`src/rtl/jtframe_mc2_dataio.sv`:
```
// rtl/jtframe_mc2_dataio.sv - SPI data-I/O receiver feeding the ioctl ROM download port
module jtframe_mc2_dataio #(
  parameter int ADDR_W     = 22,
  parameter int START_ADDR = 0
) (
  input  logic              clk,
  input  logic              rst,
  input  logic              SPI_SCK,
  input  logic              SPI_SS2,
  input  logic              SPI_DI,
  output logic [ADDR_W-1:0] ioctl_addr,
  output logic [7:0]        ioctl_data,
  output logic              ioctl_wr,
  output logic [7:0]        ioctl_index,
  output logic              downloading,
  output logic              dl_done
);

  localparam logic [ADDR_W-1:0] LP_START = ADDR_W'(START_ADDR);

  localparam logic [7:0] CMD_START = 8'h53;
  localparam logic [7:0] CMD_DATA  = 8'h54;
  localparam logic [7:0] CMD_INDEX = 8'h55;

  typedef enum logic [2:0] {
    ST_CMD,
    ST_START_ARG,
    ST_DATA,
    ST_INDEX_ARG,
    ST_IGNORE
  } state_t;

  logic              r_sck_s1, r_sck_s2, r_sck_s3;
  logic              r_ss_s1, r_ss_s2;
  logic              r_di_s1, r_di_s2;
  logic [7:0]        r_shift;
  logic [2:0]        r_bitcnt;
  logic              r_byte_vld;
  state_t            r_state;
  logic [ADDR_W-1:0] r_addr;
  logic [7:0]        r_data;
  logic              r_wr;
  logic [7:0]        r_index;
  logic              r_dl;
  logic              r_dl_prev;
  logic              r_done;
  logic              w_sck_rise;

  assign w_sck_rise  = r_sck_s2 & ~r_sck_s3;

  assign ioctl_addr  = r_addr;
  assign ioctl_data  = r_data;
  assign ioctl_wr    = r_wr;
  assign ioctl_index = r_index;
  assign downloading = r_dl;
  assign dl_done     = r_done;

  // Bring the SPI pins into the clk domain; third SCK flop gives the rise detect
  always_ff @(posedge clk or posedge rst) begin
    if (rst) begin
      r_sck_s1 <= 1'b0;
      r_sck_s2 <= 1'b0;
      r_sck_s3 <= 1'b0;
      r_ss_s1  <= 1'b0;
      r_ss_s2  <= 1'b0;
      r_di_s1  <= 1'b0;
      r_di_s2  <= 1'b0;
    end else begin
      r_sck_s1 <= SPI_SCK;
      r_sck_s2 <= r_sck_s1;
      r_sck_s3 <= r_sck_s2;
      r_ss_s1  <= SPI_SS2;
      r_ss_s2  <= r_ss_s1;
      r_di_s1  <= SPI_DI;
      r_di_s2  <= r_di_s1;
    end
  end

  // Assemble MSB-first bytes; a deselect drops any partial byte
  always_ff @(posedge clk or posedge rst) begin
    if (rst) begin
      r_shift    <= 8'd0;
      r_bitcnt   <= 3'd0;
      r_byte_vld <= 1'b0;
    end else begin
      r_byte_vld <= 1'b0;
      if (r_ss_s2) begin
        r_bitcnt <= 3'd0;
      end else if (w_sck_rise) begin
        r_shift    <= {r_shift[6:0], r_di_s2};
        r_bitcnt   <= r_bitcnt + 3'd1;
        r_byte_vld <= (r_bitcnt == 3'd7);
      end
    end
  end

  // Command decoder and ioctl outputs; address advances the cycle after each strobe
  always_ff @(posedge clk or posedge rst) begin
    if (rst) begin
      r_state   <= ST_CMD;
      r_addr    <= '0;
      r_data    <= 8'd0;
      r_wr      <= 1'b0;
      r_index   <= 8'd0;
      r_dl      <= 1'b0;
      r_dl_prev <= 1'b0;
      r_done    <= 1'b0;
    end else begin
      r_wr      <= 1'b0;
      r_dl_prev <= r_dl;
      r_done    <= r_dl_prev & ~r_dl;
      if (r_wr) begin
        r_addr <= r_addr + 1'b1;
      end
      if (r_byte_vld) begin
        case (r_state)
          ST_CMD: begin
            if (r_shift == CMD_START)      r_state <= ST_START_ARG;
            else if (r_shift == CMD_DATA)  r_state <= ST_DATA;
            else if (r_shift == CMD_INDEX) r_state <= ST_INDEX_ARG;
            else                           r_state <= ST_IGNORE;
          end
          ST_START_ARG: begin
            if (r_shift != 8'd0) begin
              r_dl   <= 1'b1;
              r_addr <= LP_START;
            end else begin
              r_dl   <= 1'b0;
            end
            r_state <= ST_IGNORE;
          end
          ST_DATA: begin
            if (r_dl) begin
              r_data <= r_shift;
              r_wr   <= 1'b1;
            end
          end
          ST_INDEX_ARG: begin
            r_index <= r_shift;
            r_state <= ST_IGNORE;
          end
          default: r_state <= ST_IGNORE;
        endcase
      end
      if (r_ss_s2) begin
        r_state <= ST_CMD;
      end
    end
  end

endmodule

```
`config.mk`:
```
export PLATFORM = sky130hd
export DESIGN_NAME = jtframe_mc2_dataio
export DESIGN_NICKNAME = d
export VERILOG_FILES = /design/src/rtl/jtframe_mc2_dataio.sv
export SDC_FILE = /design/constraint.sdc
export NUM_CORES = 1
export LEC_CHECK = 0
export CAP_MARGIN = 10
export CORE_UTILIZATION = 25
export DETAILED_ROUTE_END_ITERATION = 10
export PLACE_DENSITY = 0.5
export SLEW_MARGIN = 5
export SYNTH_ARGS = -nofsm -noshare
export SYNTH_HDL_FRONTEND = slang
export SYNTH_SLANG_ARGS = --single-unit
```
`constraint.sdc`:
```
create_clock -name clk -period 4 [get_ports clk]
set_input_delay 0.6 -clock clk [delete_from_list [all_inputs] [get_ports clk]]
set_output_delay 0.6 -clock clk [all_outputs]
set_load 0.03 [all_outputs]
```
# Word level (Yosys, flattened, before mapping)
# Index checks and enable logic that the tools add are counted.
[word_totals] latchBits=0 romBits=0 input_bits=5 mem_count=0 output_inout_bits=41 mem_bits_rw=0 word_cells=60 reg_bits=64
[classes] shift=0 eq_ne=8 div=0 muxes=18 reduce_logical=9 n_lt_le_gt_ge=0 bitwise=5 addsub=2 n_mul=0
[op_table] cell="22-bit two-way mux" n=4
[op_table] cell="8-bit by 7-bit == test with 1-bit output, second input constant" n=3
[op_table] cell="22-bit by 1-bit adder with 22-bit output, second input constant" n=1
[op_table] cell="3-bit two-way mux" n=7
[op_table] cell="2-bit AND reduction" n=4
[op_table] cell="8-bit nonzero test" n=1
[op_table] cell="3-bit by 2-bit == test with 1-bit output, second input constant" n=2
[op_table] cell="1-bit two-way mux" n=6
[op_table] cell="3-bit case mux with 2 select lines" n=1
[op_table] cell="2-bit nonzero test" n=2
[op_table] cell="3-bit by 1-bit adder with 3-bit output, second input constant" n=1
[op_table] cell="3-bit by 1-bit == test with 1-bit output, second input constant" n=1
[op_table] cell="3-bit == test, second input constant" n=1
[op_table] cell="3-bit zero test" n=1
[op_table] cell="1-bit inverter" n=3
[op_table] cell="3-bit AND reduction" n=1
[op_table] cell="1-bit AND" n=2
[op_table] cell="2-bit inequality test, second input constant" n=1

# Logic depth before layout (Yosys ltp)
[logic_depth] word_depth=7 mapped_depth=6 mapped_depth_nobuf=5

# Worst setup path before layout
# No wires, ideal clock.
[synth_timing] path_kind="register to register" start="reg r_addr[0] (netlist: ioctl_addr[0])" end="reg r_addr[18] (netlist: ioctl_addr[18])" setup_time_ns=0.078 path_slack_ns=2.002 t_required_ns=3.922 arrival_ns=1.920 path_buffers=0 period_less_slack_ns=1.998 stages_incl_launch_ff=6 cell_sequence="dfrtp_1 > ha_1 > nand4_2 > or3_1 > or3_1 > a21oi_1"
[synth_via] elab_chain_len=5
[synth_rtl] item="start: declaration" line_no="40" text="logic [ADDR_W-1:0] r_addr;"
[synth_rtl] item="start signal: assignment" line_no="113" text="r_addr <= r_addr + 1'b1;"
[synth_rtl] item="22-bit by 1-bit adder with 22-bit output *" line_no="113"
[synth_rtl] item="22-bit two-way mux *" line_no="112" text="if (r_wr) begin"
[synth_rtl] item="22-bit two-way mux" line_no="124" text="if (r_shift != 8'd0) begin"
[synth_rtl] item="22-bit two-way mux" line_no="116" text="case (r_state)"
[synth_rtl] item="22-bit two-way mux *" line_no="115" text="if (r_byte_vld) begin"
# Every way passes the cells marked *; elsewhere a longest branch is shown, timed or not.
# A chain may end at the register's enable or synchronous reset.

# Worst setup path in the final report
[layout_timing] start="reg r_addr[3] (netlist: ioctl_addr[3])" end="out ioctl_addr[3]"
[layout_rtl] item="end: declaration" line_no="11" text="output logic [ADDR_W-1:0] ioctl_addr,"
# No word-level cell between the ends.

==> impl_metrics.tcl <==
set metrics [dict create \
    crit_arrival_ns 1.57 \
    finalMaxSlewViolations 0 \
    grt-ovfl-total 0 \
    antenna_found_initial 0 \
    row_count 37 \
    rsz0062_at_grt "no" \
    relSlewSlack_pct 32.55 \
    numCtsBuffers 9 \
    antenna_left 0 \
    holdPathEnd "r_ss_s2" \
    setup_slack_ns 1.828 \
    io_pins 46 \
    finalNetCount 287 \
    use_met1_pct 14.25 \
    cts.sinks 64 \
    worstHoldStart "r_ss_s1" \
    required_ns 3.40 \
    tritoncts "done" \
    setup_viol 0 \
    first_global_vias 1858 \
    drt_iter0_drc 39 \
    vias 1856 \
    cp-end-kind "output pin" \
    initial_utilization_pct 25.90 \
    clk_latency_ns 0.34 \
    ys_seq_area_share_pct 59.62 \
    synth_edf_count 0 \
    post-route-min-period_ns 2.172 \
    syn_area_um2 2686 \
    tns_ns 0 \
    synth_warnings 0 \
    p_per_area_nw_per_um2 372.2 \
    clkSlewWorstSetupHoldPaths_ns 0.07 \
    gr-usage-met3_pct 4.329 \
    path_class "flip-flop to output pin" \
    rr_worst_depth 4 \
    area_growth_pct 29.53 \
    cp-start-kind "flip-flop" \
    cts_resized 0 \
    wirelength_mm 5.505 \
    dp_slack_ns 1.933 \
    wl_per_cell_um 13.11 \
    ir_drop_mv 0.2155 \
    vias_per_cell 4.419 \
    fmax_mhz 460.5 \
    final_common_cell "dfrtp_1" \
    rr_startpoint "ioctl_addr[4]" \
    drive_above_1_share_pct 16.20 \
    crit_buf_inv 1 \
    cp_max_fo 7 \
    syn_inst 226 \
    ys_types 35 \
    hold_viol_final 0 \
    synth.avg_cell_area_um2 11.89 \
    p_leak_nw 1.507 \
    yosys_most_used_dff "dfrtp_1" \
    coreArea_um2 10370 \
    clock_skew_ns 0.006732 \
    min_path_type "flip-flop to flip-flop" \
    die-area_um2 11160 \
    met2_usage_pct 16.01 \
    syn_nets 234 \
    die_w_um 105.7 \
    post_cts_buffers 0 \
    crit_slowest_cell "clkdlybuf4s50_1" \
    crit_chain "clkdlybuf4s50_1" \
    ys_async_sr_fraction_pct 100.0 \
    fp.dieH_um 105.7 \
    drt_pass1_iterations 4 \
    routabilityCongestion 0.7248 \
    numPortBuffers 45 \
    final_cell_mix "64 x dfrtp_1, 45 x clkdlybuf4s50_1, 22 x mux2_2, 20 x nor2_1, 16 x nand2_1" \
    ys_ff_latch 64 \
    min_period_over_period_pct 54.29 \
    grt_max_degree 49 \
    holdPathStages 0 \
    cp_slowest_stage_delay_ns 0.73 \
    critPathTopFamily "buffers and inverters" \
    status "finished, final reports clean" \
    cap_violations 0 \
    antennaDiodeCount 0 \
    htree_levels 3 \
    max_slew.worst_pin.slew_ns 1.010 \
    drc 0 \
    clock-root-buffer "clkbuf_8" \
    gr-max-usage-layer "met2" \
    cts_hold_buf 0 \
    r2r-end "ioctl_addr[21]" \
    grt_pass1_wl_mm 9.335 \
    hpwl_mm 3.758 \
    grtUsageTotal_pct 10.81 \
    r2r_slack_ns 1.92 \
    clockBufferDepth 2 \
]
[kinds of logic after synthesis]
family,share of synthesized area [%]
AND/OR/NAND/NOR,17.19
AO/OA/AOI/OAI,4.984
XOR/XNOR,4.890
multiplexers,9.968
buffers and inverters,1.956
adder cells (fa/ha/maj),1.397
flip-flops,59.62
[worst register-to-register path, stage by stage (launching register included)]
cell,delay [ns]
dfrtp_1,0.44
nand4_1,0.38
or4_4,0.64
or4_1,0.41
a21oi_1,0.15
[power by group]
part           internal, mW  leakage (nW)  switching (mW)  total, mW
registers             0.680         0.868          0.0500      0.730
logic                0.0438         0.562          0.0358     0.0796
clock network         0.223        0.0772           0.263      0.485
[metrics by stage]
step	instance area (µm²)	power [mW]	cells	hold slack [ns]	util, %
5_1_grt	3480	1.366	420	0.3595	33.55
2_1_floorplan	2686	0.7894	226	0.3312	-
4_1_cts	3480	1.317	420	0.3550	33.55
3_3_place_gp	3307	0.8252	404	0.3361	31.89
6_report	3480	1.295	420	0.3509	33.55
3_5_place_dp	3307	0.8254	404	0.3364	31.89
[cell usage after synthesis (2+ instances only)]
library cell,number,share of area (%)
nand3_1,6,1.1
and4_1,2,0.65
xnor2_1,11,3.6
or3_1,8,1.9
nand4_1,4,0.93
mux2i_1,2,0.75
a21o_1,2,0.56
ha_1,3,1.4
nor4_1,6,1.4
clkbuf_1,6,0.84
mux2_2,22,9.2
nor2_1,20,2.8
nand2_1,16,2.2
xor2_1,4,1.3
nor3b_1,3,0.84
nand2b_1,2,0.47
dfrtp_1,64,60
or4_1,2,0.56
a21oi_1,11,2.0
nor3_1,3,0.56
inv_1,6,0.84
o21ai_0,8,1.5
nor2b_1,3,0.70
[metal layers]
metal,vias to the layer above,share of wire (%)
met2,46,45
li1,903,-
met5,-,0
met1,902,49
met4,0,1.1
met3,5,4.8
[state kept, by name, summed over array words and instances (netlist names), 3 cells and up]
name,count
ioctl_data,8
ioctl_index,8
r_bitcnt,3
ioctl_addr,22
r_shift,8
r_state,3
[cell type report]
cell class              count  area, µm²
well taps                 136      170.2
multi-input cells         149       1032
inverters                   6      22.52
flip-flops and latches     64       1602
clock buffers               9      123.9
clock inverters             7      48.80
fillers                  1057       6890
repair buffers             49      480.5
[worst max path at each step]
stage / from / endpoint / slack [ns] / cells past startpoint
after floorplan: rst / dl_done / 1.80 / 1
after global placement: ioctl_addr[4] / ioctl_addr[21] / 1.99 / 4
after detailed placement: ioctl_addr[4] / ioctl_addr[21] / 1.93 / 4
after CTS: ioctl_addr[3] / ioctl_addr[3] / 1.81 / 1
after global routing: ioctl_wr / ioctl_wr / 1.76 / 1
final: ioctl_addr[3] / ioctl_addr[3] / 1.83 / 1
No activity file was read; power rests on OpenSTA's default activity.
